File: src/rtl/uart_pkg.sv
// Shared definitions for the UART transmit arbiter: FSM encoding and default sizes.
package uart_pkg;

  localparam int unsigned NUM_REQ_DEF     = 4;
  localparam int unsigned WORD_LENGTH_DEF = 8;

  typedef enum logic [1:0] {
    IDLE      = 2'd0,
    ISSUE     = 2'd1,
    WAIT_DONE = 2'd2
  } arb_state_e;

endpackage

File: src/rtl/uart_tx_arbiter_rr_pick.sv
// Round-robin search: first set bit of req at or above ptr, wrapping past NUM_REQ-1 to 0.
module rr_pick #(
  parameter int unsigned NUM_REQ = 4,
  parameter int unsigned IDX_W   = $clog2(NUM_REQ)
) (
  input  logic [NUM_REQ-1:0] req,
  input  logic [IDX_W-1:0]   ptr,
  output logic               found,
  output logic [IDX_W-1:0]   index
);

  logic [IDX_W-1:0] cand;

  always_comb begin
    found = 1'b0;
    index = '0;
    cand  = ptr;
    for (int k = 0; k < int'(NUM_REQ); k++) begin
      cand = IDX_W'((int'(ptr) + k) % int'(NUM_REQ));
      if (!found && req[cand]) begin
        found = 1'b1;
        index = cand;
      end
    end
  end

endmodule

File: src/rtl/uart_tx_arbiter.sv
// Arbitrates NUM_REQ byte streams onto one UART transmitter, holding the
// transmitter for a whole packet (until req_last) once a requester wins.
module uart_tx_arbiter
  import uart_pkg::*;
#(
  parameter int unsigned NUM_REQ        = NUM_REQ_DEF,
  parameter int unsigned WORD_LENGTH    = WORD_LENGTH_DEF,
  parameter int unsigned TIMEOUT_CYCLES = 65536
) (
  input  logic                           clk_glb,
  input  logic                           rst_n,
  input  logic [NUM_REQ-1:0]             req_valid,
  input  logic [NUM_REQ*WORD_LENGTH-1:0] req_data,
  input  logic [NUM_REQ-1:0]             req_last,
  output logic [NUM_REQ-1:0]             req_ready,
  input  logic                           tx_ready,
  output logic                           tx_start,
  output logic [WORD_LENGTH-1:0]         tx_data,
  output logic [$clog2(NUM_REQ)-1:0]     grant_id,
  output logic                           busy,
  output logic                           err_timeout
);

  localparam int unsigned ID_W  = $clog2(NUM_REQ);
  localparam int unsigned CNT_W = (TIMEOUT_CYCLES > 1) ? $clog2(TIMEOUT_CYCLES) : 1;
  localparam logic [CNT_W-1:0] CNT_LAST = CNT_W'(TIMEOUT_CYCLES - 1);
  localparam logic [ID_W-1:0]  ID_LAST  = ID_W'(NUM_REQ - 1);

  arb_state_e             state, state_d;
  logic [WORD_LENGTH-1:0] tx_data_d;
  logic [ID_W-1:0]        grant_d;
  logic [ID_W-1:0]        rr_ptr, rr_ptr_d;
  logic                   lock, lock_d;
  logic                   last_q, last_d;
  logic [CNT_W-1:0]       tmo_cnt, tmo_d;
  logic                   tx_start_d, busy_d, err_d;

  logic [WORD_LENGTH-1:0] req_byte [NUM_REQ];
  logic [NUM_REQ-1:0]     req_mask;
  logic                   pick_found;
  logic [ID_W-1:0]        pick_idx;
  logic [ID_W-1:0]        next_ptr;

  for (genvar g = 0; g < int'(NUM_REQ); g++) begin : g_byte
    assign req_byte[g] = req_data[g*WORD_LENGTH +: WORD_LENGTH];
  end

  // While a packet lock is held only the owner (grant_id) may be selected.
  assign req_mask = lock ? (req_valid & (NUM_REQ'(1) << grant_id)) : req_valid;
  assign next_ptr = (grant_id == ID_LAST) ? '0 : grant_id + ID_W'(1);

  rr_pick #(
    .NUM_REQ (NUM_REQ),
    .IDX_W   (ID_W)
  ) u_rr_pick (
    .req   (req_mask),
    .ptr   (rr_ptr),
    .found (pick_found),
    .index (pick_idx)
  );

  // Next-state and next-register logic; req_ready is the only combinational output.
  always_comb begin
    state_d   = state;
    tx_data_d = tx_data;
    grant_d   = grant_id;
    rr_ptr_d  = rr_ptr;
    lock_d    = lock;
    last_d    = last_q;
    tmo_d     = tmo_cnt;
    err_d     = 1'b0;
    req_ready = '0;

    unique case (state)
      IDLE: begin
        if (pick_found) begin
          req_ready = NUM_REQ'(1) << pick_idx;
          tx_data_d = req_byte[pick_idx];
          last_d    = req_last[pick_idx];
          grant_d   = pick_idx;
          lock_d    = 1'b1;
          tmo_d     = '0;
          state_d   = ISSUE;
        end
      end
      ISSUE: begin
        tmo_d = tmo_cnt + CNT_W'(1);
        if (!tx_ready) begin
          state_d = WAIT_DONE;
        end else if (tmo_cnt == CNT_LAST) begin
          // Transmitter never took the byte: drop it and release the packet.
          err_d    = 1'b1;
          lock_d   = 1'b0;
          rr_ptr_d = next_ptr;
          state_d  = IDLE;
        end
      end
      WAIT_DONE: begin
        if (tx_ready) begin
          state_d = IDLE;
          if (last_q) begin
            lock_d   = 1'b0;
            rr_ptr_d = next_ptr;
          end
        end
      end
      default: state_d = IDLE;
    endcase

    tx_start_d = (state_d == ISSUE);
    busy_d     = (state_d != IDLE) || lock_d;
  end

  always_ff @(posedge clk_glb or negedge rst_n) begin
    if (!rst_n) begin
      state       <= IDLE;
      tx_start    <= 1'b0;
      tx_data     <= '0;
      grant_id    <= '0;
      busy        <= 1'b0;
      err_timeout <= 1'b0;
      rr_ptr      <= '0;
      lock        <= 1'b0;
      last_q      <= 1'b0;
      tmo_cnt     <= '0;
    end else begin
      state       <= state_d;
      tx_start    <= tx_start_d;
      tx_data     <= tx_data_d;
      grant_id    <= grant_d;
      busy        <= busy_d;
      err_timeout <= err_d;
      rr_ptr      <= rr_ptr_d;
      lock        <= lock_d;
      last_q      <= last_d;
      tmo_cnt     <= tmo_d;
    end
  end

endmodule

File: config.mk
export PLATFORM = sky130hd
export DESIGN_NAME = uart_tx_arbiter
export DESIGN_NICKNAME = d
export VERILOG_FILES = /design/src/rtl/uart_pkg.sv /design/src/rtl/uart_tx_arbiter_rr_pick.sv /design/src/rtl/uart_tx_arbiter.sv
export SDC_FILE = /design/constraint.sdc
export NUM_CORES = 1
export LEC_CHECK = 0
export ABC_CLOCK_PERIOD_IN_PS = 5750
export CORE_ASPECT_RATIO = 1.5
export CORE_MARGIN = 2
export CORE_UTILIZATION = 42
export DETAILED_ROUTE_END_ITERATION = 10
export PLACE_DENSITY = 0.72
export SLEW_MARGIN = 20
export SYNTH_ARGS = -nofsm -noshare
export SYNTH_HDL_FRONTEND = slang
export SYNTH_SLANG_ARGS = --single-unit
File: constraint.sdc
create_clock -name clk_glb -period 5.75 [get_ports clk_glb]
set_clock_uncertainty 0.05 [all_clocks]
set_input_delay 1.15 -clock clk_glb [delete_from_list [all_inputs] [get_ports clk_glb]]
set_output_delay 1.15 -clock clk_glb [all_outputs]
set_load 0.05 [all_outputs]
==> out/metrics.cfg <==
[yosys]
ys_ff_latch = 35
synthMostInstantiatedCell = dfrtp_1
synth_cell_types = 45
synth_fp_nets = 274
yosysTopAreaCell = dfrtp_1
synth_edf_count = 0
synth_top_area_share_pct = 40.2
ys.flop_type = dfrtp_1
synthTopCellsByArea = dfrtp_1 40%, mux2i_1 12%, nand2_1 4.5%
synthTopCellsByCount = 35 x dfrtp_1, 26 x mux2i_1, 26 x nand2_1
async_flop_share_pct = 100
syn_area_per_cell_sq_um = 9.63
yosysSeqAreaShare_pct = 40.2
synth_warnings = 0
syn-instance-count = 226
netlist_area_sq_um = 2180

[global_routing]
grt_pass1_vias = 1915
gr-total-overflow = 0
grt_pass1_wl_um = 8920
grt_max_degree = 36
globalRouteTotalUtil_pct = 19.7
grt_antenna_before_repair = 0

[critical_path]
cp.arrival_ps = 3810
crit_slowest_cell = clkdlybuf4s50_1
path_buf_inv = 4
reg2reg_depth = 7
cp_data_required_time_ps = 4550
reg2reg_to = tmo_cnt[12]
crit_top_cell = clkdlybuf4s50_1
crit_chain = clkdlybuf4s50_1, inv_1, a221oi_2, o41ai_4, buf_4, nand2b_1, nor2_1, clkdlybuf4s50_1
critPathTopFamily = buffers and inverters
max_stage_delay_ps = 820
r2r_start = rr_ptr[0]
worstSetupPathType = in2out
critPathMaxFanout = 24
critPathLaunchType = input port
critPathCaptureType = output port
r2r_setup_slack_ps = 2890

[power_and_ir_drop]
pwr-share-clk_pct = 10.4
peakVddDrop_mv = 0.244
combPwrFrac_pct = 64.0
p_int_uw = 790
p_leak_uw = 0.00125
p_per_area_nw_per_um2 = 547
p_seq_share_pct = 25.6
p_sw_uw = 760
power.share.switching_pct = 49.0

[timing]
relSlewSlack_pct = 43.7
rsz0062_at_grt = no
finalCritPeriodShare_pct = 87.1
finalHoldWorstSlack_ps = 430
finalSetupViolCount = 0
worst_slack_ps = 743
tns_ps = 0
fmax_ghz = 0.200
fin_crit_ps = 5010
finalHoldViolCount = 0
worstMarginPinSlew_ps = 842
maxSlewViolCount = 0

[place]
gp_congestion = 0.792
numPortBuffers = 59
hpwl_um = 4070
dp_slack_ps = 757

[hold_path]
hp-start = tmo_cnt[10]
min_path_type = reg2reg
min_to = tmo_cnt[10]
worstHoldPathCells = 1

[routing]
drc = 0
vias = 1951
viasPerCell = 5.61
routed_wl_um = 5420
drt_iter0_drc = 94
first_pass_iters = 4
wl_per_cell_um = 15.6
drtAntennaViolNets = 0

[clock_network]
cts_root_buffer = clkbuf_8
postCtsHoldBufs = 0
post_cts_buffers = 0
cts_buffer_depth = 2
cts_made_buffers = 5
cts_tree = built
numClockSinks = 35
cts.clk_slew.worst_paths_ps = 60
insertion_delay_ps = 280
cts_resized = 0
htreeDepth = 2

[die]
core_area_sq_um = 5080
die_h_um = 92.2
rows = 32
pin_count = 60
die_w_um = 62.8
start_util_pct = 42.8
die-area_sq_um = 5790

[cells_and_area]
fill_cells = 487
fin_nets = 329
areaGrowthSynthToFinish_pct = 30.3
fin_util_pct = 55.8
seqCellArea_sq_um = 876
num_antenna_cells = 0
multi_input_area_sq_um = 1170
drive_gt1_share_pct = 7.14

[flow_run]
drv_cap = 0

[status]
status = finished clean

-- logic make-up after synthesis --
logic type      Yosys count  synth area share, %
simple gates             70                 15.7
compound gates           66                 20.7
xor+xnor                  2                0.805
flops                    35                 40.2
buf+inv                  20                 6.67
mux                      28                 13.0
fa+ha+maj                 5                 2.87
-- flip-flops by register name, summed over array words and instances (netlist names) --
name         cells
tmo_cnt         16
tx_data          8
grant_id         2
rr_ptr           2
state            2
busy             1
err_timeout      1
last_q           1
lock             1
tx_start         1
-- cells in the final DEF (no fill, tap or decap), drive strengths merged, types with 3 or more instances in the layout --
cell type / count
a21oi: 7
a31oi: 5
and2: 4
and3: 5
and4: 3
buf: 3
clkbuf: 6
clkdlybuf4s50: 59
dfrtp: 35
ha: 5
inv: 6
mux2i: 26
nand2: 26
nand3: 11
nor2: 12
o211ai: 3
o21ai: 27
o221ai: 9
-- metal layers --
metal | part of all wire, % | GRT usage (%) | wire, um | up-vias
li1 | - | - | - | 942
met2 | 57 | 36.9 | 3100 | 38
met1 | 38 | 21.2 | 2060 | 963
met4 | 2.1 | 9.26 | 114 | 0
met5 | 0 | 0 | 0 | -
met3 | 2.5 | 3.31 | 138 | 8
-- area by class of cell --
class / count / share of cell area, %
clock buffer: 6 / 2.56
inverter: 6 / 0.794
multi-input combinational: 171 / 41.2
sequential: 35 / 30.9
tap: 68 / 3.00
timing repair buffer: 62 / 21.6
-- how the worst max path moves through the flow --
stage	slack [ps]	startpoint	cells after the start	endpoint
floorplan	1720	req_valid[2]	6	req_ready[1]
global placement	800	req_valid[1]	8	req_ready[3]
detailed placement	760	req_valid[1]	8	req_ready[0]
CTS	750	req_valid[1]	8	req_ready[0]
global route	530	req_valid[2]	8	req_ready[3]
finish	740	req_valid[1]	8	req_ready[2]
-- worst reg2reg max path: stages, from the launching register on --
cell and delay (ps):
dfrtp_1 780, mux2i_1 360, a21oi_2 160, o41ai_4 340, buf_4 310, and2_0 500, o21ai_0 170, o21ai_0 110
-- stage by stage --
| stage | power (uW) | std cells | area (sq um) |
|---|---|---|---|
| floorplan | 1210 | 226 | 2180 |
| global placement | 1390 | 342 | 2760 |
| detailed placement | 1400 | 342 | 2760 |
| CTS | 1560 | 348 | 2840 |
| global route | 1660 | 348 | 2840 |
| finish | 1550 | 348 | 2840 |
-- power by group through the flow --
stage | Clock [uW] | Sequential, uW | Combinational, uW
2_1_floorplan | 0 | 493 | 713
3_3_place_gp | 0 | 398 | 994
3_5_place_dp | 0 | 401 | 996
4_1_cts | 165 | 396 | 997
5_1_grt | 177 | 409 | 1070
6_report | 161 | 398 | 992
(Power assumes the default switching activity.)
